==> config.mk <==
export PLATFORM = sky130hd
export DESIGN_NAME = lsu
export DESIGN_NICKNAME = d
export VERILOG_FILES = /design/src/rtl/lsu.sv
export SDC_FILE = /design/constraint.sdc
export NUM_CORES = 1
export LEC_CHECK = 0
export CORE_AREA = 2 2 196 198
export CTS_BUF_LIST = sky130_fd_sc_hd__clkbuf_4
export DETAILED_ROUTE_END_ITERATION = 16
export DIE_AREA = 0 0 198 200
export GPL_ROUTABILITY_DRIVEN = 0
export HOLD_SLACK_MARGIN = 0.03
export PLACE_DENSITY = 0.66
export SYNTH_ARGS = -nofsm -noshare
export SYNTH_HDL_FRONTEND = slang
export SYNTH_SLANG_ARGS = --single-unit
==> constraint.sdc <==
create_clock -name clk -period 2.25 [get_ports clk]
set_input_delay 0.225 -clock clk [delete_from_list [all_inputs] [get_ports clk]]
set_output_delay 0.225 -clock clk [all_outputs]
set_load 0.01 [all_outputs]
==> src/rtl/lsu.sv <==
// Load/store unit: runs one aligned 64-bit data-memory transaction per
// accepted start, using a req/ack handshake with a wait-cycle timeout.
//
// State   | meaning
// --------+-----------------------------------------------------------
// IDLE    | waiting for start; launch is decoded and checked here
// BUS     | mem_req held high with stable mem_* until ack or timeout
// RESP    | one-cycle done pulse; rdata/err already registered
//
// Ports:
//   clk, rst                 core clock, synchronous active-high reset
//   start, mem_r, mem_w      launch pulse and direction from control
//   funct3, addr, wdata      width/sign code, byte address, store data
//   busy, done, err, rdata   status and extended load result
//   mem_req, mem_we, mem_addr, mem_wdata, mem_wstrb   bus request side
//   mem_ack, mem_rdata       bus response side
module lsu #(
   parameter int TIMEOUT_CYC = 255
) (
   input  logic        clk,
   input  logic        rst,
   input  logic        start,
   input  logic        mem_r,
   input  logic        mem_w,
   input  logic [2:0]  funct3,
   input  logic [63:0] addr,
   input  logic [63:0] wdata,
   output logic        busy,
   output logic        done,
   output logic        err,
   output logic [63:0] rdata,
   output logic        mem_req,
   output logic        mem_we,
   output logic [63:0] mem_addr,
   output logic [63:0] mem_wdata,
   output logic [7:0]  mem_wstrb,
   input  logic        mem_ack,
   input  logic [63:0] mem_rdata
);

   typedef enum logic [1:0] {IDLE = 2'd0, BUS = 2'd1, RESP = 2'd2} state_t;

   localparam int CW = $clog2(TIMEOUT_CYC + 1);
   localparam logic [CW-1:0] CNT_LAST = CW'(TIMEOUT_CYC - 1);

   state_t        state, state_n;
   logic [CW-1:0] cnt;
   logic [2:0]    f3_q;
   logic [2:0]    off_q;

   logic          misalign;
   logic          illegal;
   logic          req_any;
   logic [63:0]   wmask;
   logic [7:0]    strb_base;
   logic [63:0]   st_data;
   logic [7:0]    st_strb;
   logic [63:0]   ld_lane;
   logic [63:0]   ld_ext;
   logic          timeout_hit;

   assign busy        = (state != IDLE);
   assign done        = (state == RESP);
   assign mem_req     = (state == BUS);
   assign req_any     = mem_r | mem_w;
   assign timeout_hit = (cnt == CNT_LAST);

   always_comb begin
      misalign  = 1'b0;
      wmask     = 64'hFF;
      strb_base = 8'h01;
      case (funct3[1:0])
         2'd1: begin
            misalign  = addr[0];
            wmask     = 64'hFFFF;
            strb_base = 8'h03;
         end
         2'd2: begin
            misalign  = |addr[1:0];
            wmask     = 64'hFFFF_FFFF;
            strb_base = 8'h0F;
         end
         2'd3: begin
            misalign  = |addr[2:0];
            wmask     = '1;
            strb_base = 8'hFF;
         end
         default: ;
      endcase
      illegal = (mem_r & mem_w) | (mem_w & funct3[2]) |
                (mem_r & (funct3 == 3'b111)) | misalign;
      st_data = (wdata & wmask) << {addr[2:0], 3'b000};
      st_strb = strb_base << addr[2:0];
   end

   // Extraction works on the offset/code latched at launch, so the execute
   // stage is free to move on while the bus is outstanding.
   always_comb begin
      ld_lane = mem_rdata >> {off_q, 3'b000};
      ld_ext  = ld_lane;
      case (f3_q)
         3'b000:  ld_ext = {{56{ld_lane[7]}},  ld_lane[7:0]};
         3'b001:  ld_ext = {{48{ld_lane[15]}}, ld_lane[15:0]};
         3'b010:  ld_ext = {{32{ld_lane[31]}}, ld_lane[31:0]};
         3'b100:  ld_ext = {56'd0, ld_lane[7:0]};
         3'b101:  ld_ext = {48'd0, ld_lane[15:0]};
         3'b110:  ld_ext = {32'd0, ld_lane[31:0]};
         default: ld_ext = ld_lane;
      endcase
   end

   always_comb begin
      state_n = state;
      case (state)
         IDLE: if (start && req_any) state_n = illegal ? RESP : BUS;
         BUS:  if (mem_ack || timeout_hit) state_n = RESP;
         RESP: state_n = IDLE;
         default: state_n = IDLE;
      endcase
   end

   always_ff @(posedge clk) begin
      if (rst) begin
         state     <= IDLE;
         cnt       <= '0;
         f3_q      <= '0;
         off_q     <= '0;
         err       <= 1'b0;
         rdata     <= '0;
         mem_we    <= 1'b0;
         mem_addr  <= '0;
         mem_wdata <= '0;
         mem_wstrb <= '0;
      end else begin
         state <= state_n;
         case (state)
            IDLE: begin
               cnt <= '0;
               if (start && req_any) begin
                  if (illegal) begin
                     err   <= 1'b1;
                     rdata <= '0;
                  end else begin
                     f3_q      <= funct3;
                     off_q     <= addr[2:0];
                     mem_we    <= mem_w;
                     mem_addr  <= {addr[63:3], 3'b000};
                     mem_wdata <= st_data;
                     mem_wstrb <= mem_w ? st_strb : 8'h00;
                  end
               end
            end
            BUS: begin
               // Ack on the last counted cycle still completes normally.
               if (mem_ack) begin
                  err   <= 1'b0;
                  rdata <= mem_we ? 64'd0 : ld_ext;
               end else if (timeout_hit) begin
                  err   <= 1'b1;
                  rdata <= '0;
               end else begin
                  cnt <= cnt + 1'b1;
               end
            end
            default: ;
         endcase
      end
   end

endmodule

# Yosys cells after proc, flatten, opt, wreduce, memory -nomap -nowiden

Cells that the tools add are included.

Logic and storage cells: 76
Output and inout bits: 205
Input port bits: 201
Register bits after elaboration: 215

Eq/ne operators: 18
Shift-type cells: 3
Bitwise gates (word level): 9
Reduce and logical (&&, ||, !) cells: 12
Muxes and demuxes: 23
$add $sub $neg: 1

Operator list:

| cell                                                                  | number |
|---|---|
| 64-bit case mux with 6 select lines                                   | 1 |
| 64-bit 2-to-1 mux                                                     | 5 |
| 64-bit case mux with 3 select lines                                   | 1 |
| 64-bit case mux with 2 select lines                                   | 1 |
| 64-bit AND                                                            | 1 |
| 64-bit by 6-bit << shifter with 64-bit output                         | 1 |
| 64-bit by 6-bit right shift with 64-bit output                        | 1 |
| 8-bit 2-to-1 mux                                                      | 3 |
| 8-bit case mux with 3 select lines                                    | 1 |
| 8-bit case mux with 2 select lines                                    | 1 |
| 3-bit equality test, second input constant                            | 4 |
| 8-bit by 1-bit adder with 8-bit output, second input constant         | 1 |
| 8-bit equality test, second input constant                            | 1 |
| 2-bit != test, second input constant                                  | 4 |
| 8-bit by 3-bit << shifter with 8-bit output                           | 1 |
| 2-bit equality test, second input constant                            | 3 |
| 2-bit 2-to-1 mux                                                      | 3 |
| 3-bit AND reduction                                                   | 2 |
| 2-bit by 1-bit equality test with 1-bit output, second input constant | 2 |
| 1-bit 2-to-1 mux                                                      | 4 |
| 1-bit bitwise OR                                                      | 4 |
| 2-bit case mux with 2 select lines                                    | 1 |
| 4-bit AND reduction                                                   | 1 |
| 2-bit nonzero test                                                    | 2 |
| other kinds (15)                                                      | 17 |

# Depth between registers and ports, before layout

Word-level depth: 7
Mapped depth: 9
Depth with buffers taken out: 6

# Worst setup path after synthesis

No wires, ideal clock.

Kind: reg-to-reg
Start point: register off_q[1]
End point: register rdata[21]
Required time: 2.128 ns
Period minus slack after synthesis: 1.984 ns
Arrival time: 1.862 ns
Path slack: 0.266 ns
Stages on the path, launching flop included: 9
Path through: dfxtp_1 > buf_2 > mux2_2 > o22ai_1 > or3_4 > a2bb2o_2 > buf_2 > buf_6 > a221o_1

Cells in the longest elaborated chain, start to end: 5

RTL lines:

| item                                           | RTL line | RTL |
|---|---|---|
| start, declared                                | 49       | `logic [2:0] off_q;` |
| start signal, assigned                         | 145      | `off_q <= addr[2:0];` |
| 64-bit by 6-bit right shift with 64-bit output | 99       | `ld_lane = mem_rdata >> {off_q, 3'b000};` |
| 64-bit case mux with 6 select lines            | 101      | `case (f3_q)` |
| 64-bit 2-to-1 mux                              | 157      | `rdata <= mem_we ? 64'd0 : ld_ext;` |
| 64-bit 2-to-1 mux                              | 155      | `if (mem_ack) begin` |
| 64-bit case mux with 2 select lines            | 136      | `case (state)` |
| end signal, assigned                           | 157      |  |
| end, declared                                  | 31       | `output logic [63:0] rdata,` |

Every way passes these cells.
A chain may end at the register's enable or synchronous reset.

# Worst setup path in the final report

Start point: register cnt[2]
End point: register rdata[17]

Cells in the longest elaborated chain, start to end: 3

RTL lines:

| item                                                      | RTL line | RTL |
|---|---|---|
| start, declared                                           | 47       | `logic [CW-1:0] cnt;` |
| start signal, assigned                                    | 162      | `cnt <= cnt + 1'b1;` |
| 8-bit equality test                                       | 66       | `assign timeout_hit = (cnt == CNT_LAST);` |
| 3-bit by 1-bit != test with 1-bit output (no source line) | -        |  |
| 4-bit AND reduction (no source line)                      | -        |  |

Every way passes these cells.

==> results.toml <==
[outcome]
outcome = "completed"

[layout]
layout.cells.most_common = "clkdlybuf4s50_1"
final_cell_mix = "clkdlybuf4s50_1, nand2_1, dfxtp_1"
post-route-cell-area_um2 = 17500
share_of_cells_above_drive_strength_1_pct = 12.8
n_fill_cell = 3543
nNetsFinal = 2072
seq_area_um2 = 4310
multi_input_combinational_cell_area_um2 = 6150
final-instance-count-excl-fill = 2426
final_util_pct = 46.9
synthToLayoutAreaGrowth_pct = 57.5

[logic_synthesis]
multiplexer_share_of_the_synthesized_area_pct = 9.54
number_of_enable_flip_flop_cells_after_synthesis = 0
synth_compound_gate_area_share_pct = 27.3
avgSynthCellArea_um2 = 8.13
synth_warnings = 0
area_share_of_xor_xnor_cells_in_the_synthesized_design_pct = 0.393
netlist_area_before_placement_um2 = 11100
synth_area_in_adders_pct = 0.225
synth_seq_area_share_pct = 38.7
synth_simple_gate_area_share_pct = 17.6
syn-instance-count = 1369
top_area_cell_type_share_of_the_netlist_area_pct = 38.7
synth_cell_types = 66
yosys.area.top_type = "dfxtp_1"
synthArstFlopShare_pct = 0
largest_family_of_logic_cells_by_synthesized_area = "compound AO/OA/AOI/OAI gates"
synth.top_cells.by_area = "dfxtp_1, nand2_1, a21oi_1"
postSynthRegisterBits = 215
synthFlopType = "dfxtp_1"

[worst_setup_path]
crit_type = "register to register"
cp-end-kind = "register"
critical_path_peak_fanout = 55
timing.critical_path.required_ps = 2890
critPathLaunchType = "register"
cp.arrival_ps = 2750
cp_slowest_stage_delay_ps = 410
critical_path_cell_list = "and4_1 -> a41oi_1 -> a211o_1 -> and2_2 -> buf_12 -> a221o_1"
critPathSlowestCell = "dfxtp_1"

[timing]
fin_worst_skew_ps = 58.5
max_slew_margin_pct = 54.1
report.final.setup_viol = 0
finalCritPeriodShare_pct = 93.9
fmax_ghz = 0.473
worst-slew-pin-transition_ps = 686
grt_setup_unrepaired = "no"
final_count_of_pins_violating_max_slew = 0
layout_min_cycle_time_ps = 2110
layout_setup_ws_ps = 137
hold_viol = 0

[power_and_ir_drop]
swShare_pct = 29.1
switching_power_w = 0.00279
power_density_nw_per_um2 = 546
combinationalPowerShare_pct = 20.2
clockPowerShare_pct = 38.5
post-layout-total-power_w = 0.00957
total_leakage_power_nw = 6.36
p_seq_share_pct = 41.3
internal_power_w = 0.00678
ir_drop_v = 0.000452

[clocking]
tritoncts.num_buffers = 61
path_clk_slew_ps = 60
postCtsSetupBuffers = 0
clockRootBuffer = "clkbuf_4"
numClockSinks = 215
clock_latency_on_the_worst_skew_pair_ps = 800
tritoncts_clock_tree = "yes"
cts_htree_levels = 2
cts_max_path_buffers = 3

[die]
dieArea_um2 = 39600
ios = 406
die-width_um = 198
initial_util_pct = 29.8
coreArea_um2 = 37400
core.rowCount = 71
floorplan.die.height_um = 200

[placement]
detailedPlace.worstSlack_ps = -263
dp_cells = 2253
numPortBuffers = 402
dp_hpwl_mm = 33.5
placedInstanceArea_um2 = 16100

[route]
count_of_unresolved_drc_violations_after_routing = 0
detail_route.wirelength_mm = 46.6
drt_iter0_markers = 1064
drtAntennaViolNets = 0
vias = 12712
route.detailed.wl_per_inst_um = 19.2
viasPerCell = 5.24
drtPass1Iterations = 7

[hold_path]
hold_path.class = "input pin to register"

[global_routing]
grt_antenna_before_repair = 2
via_count_of_the_first_global_routing_pass = 12839
grt_max_degree = 129
globalRouteTotalUtil_pct = 22.7
globalRoute.busiestLayer = "met2"
wire_length_of_the_first_global_routing_pass_mm = 70.4
grt.met1_usage_pct = 25.9
use_met2_pct = 38.7
grt.met3_usage_pct = 6.74
gr-total-overflow = 0

[flow_run]
max-cap-violations = 0
==> metrics by stage <==
stage          TNS, ps  hold slack [ps]
5_1_grt              0             88.8
4_1_cts              0             45.0
2_1_floorplan        0              336
3_5_place_dp    -21550              444
6_report             0              124
3_3_place_gp    -14760              436
==> sequential cells by signal, indices dropped and copies added (netlist names) <==
signal / flops
cnt: 8
mem_wdata: 64
mem_wstrb: 8
off_q: 3
rdata: 64
state: 2
mem_we: 1
err: 1
f3_q: 3
mem_addr: 61
==> critical path, delay by kind of cell (launching register included) <==
kind	cells	cell delay, ps
AO/OA/AOI/OAI	3	880
buffers and inverters	1	180
AND/OR/NAND/NOR	2	500
flip-flops	1	410
==> path summary, 6_finish.rpt <==
path,to,start,slack (ps),depth (start not counted)
setup / recovery,rdata[17]$_SDFFE_PP0P_,cnt[2]$_SDFFE_PP0P_,140,6
hold / removal,f3_q[2]$_SDFFE_PP0P_,funct3[2],120,3
setup reg to reg,rdata[17]$_SDFFE_PP0P_,cnt[2]$_SDFFE_PP0P_,140,6
hold reg to reg,mem_addr[33]$_SDFFE_PP0P_,mem_addr[33]$_SDFFE_PP0P_,450,2
==> area by class of cell <==
type	instances	area share (%)
Tap cell	511	3.65
Inverter	8	0.171
Multi-Input combinational cell	1012	35.1
Timing Repair Buffer	571	32.1
Sequential cell	215	24.6
Clock inverter	19	0.571
Clock buffer	89	3.81
Antenna cell	1	0.0143
==> routing by layer <==
layer / wire length (um) / vias up / part of all wire (%)
li1: - / 5998 / -
met1: 18000 / 5926 / 39
met2: 22100 / 666 / 47
met3: 4600 / 120 / 9.9
met4: 1900 / 2 / 4.1
met5: 13 / - / 0.028
==> what timing repair did <==
action                     in CTS  in global routing
hold buffers                   64                  0
hold endpoints to repair      114                  0
setup endpoints to repair       3                  0
gates resized for setup         3                  0
==> kinds of logic (layout without fill, tap and decap cells) <==
group	count (synthesis)	count (layout)
fa+ha+maj	2	2
compound gates	465	465
other cells	1	4
buf+inv	144	687
mux	95	95
flops	215	215
xor+xnor	5	5
simple gates	442	442
==> synth_stat cells (all sizes together) (10+ instances only) <==
cell and count:
o22ai 49, nor2b 13, mux2i 69, dfxtp 215, a31oi 13, a221o 25, mux2 19, a22o 32
a211oi 14, nand2 247, or3 11, o211ai 11, nand3 30, buf 59, and2 15, nor3 16
o31ai 16, clkbuf 77, a21oi 147, a22oi 23, o21ai 75, o21a 10, nor2 73
==> power groups by stage <==
stage          registers [W]  logic [W]  clock network (W)
2_1_floorplan        0.00406   0.000813                  0
3_3_place_gp         0.00404    0.00180                  0
6_report             0.00396    0.00193            0.00369
5_1_grt              0.00396    0.00206            0.00400
3_5_place_dp         0.00404    0.00181                  0
4_1_cts              0.00395    0.00191            0.00381
Note: power is estimated with default switching activity, not from simulation.
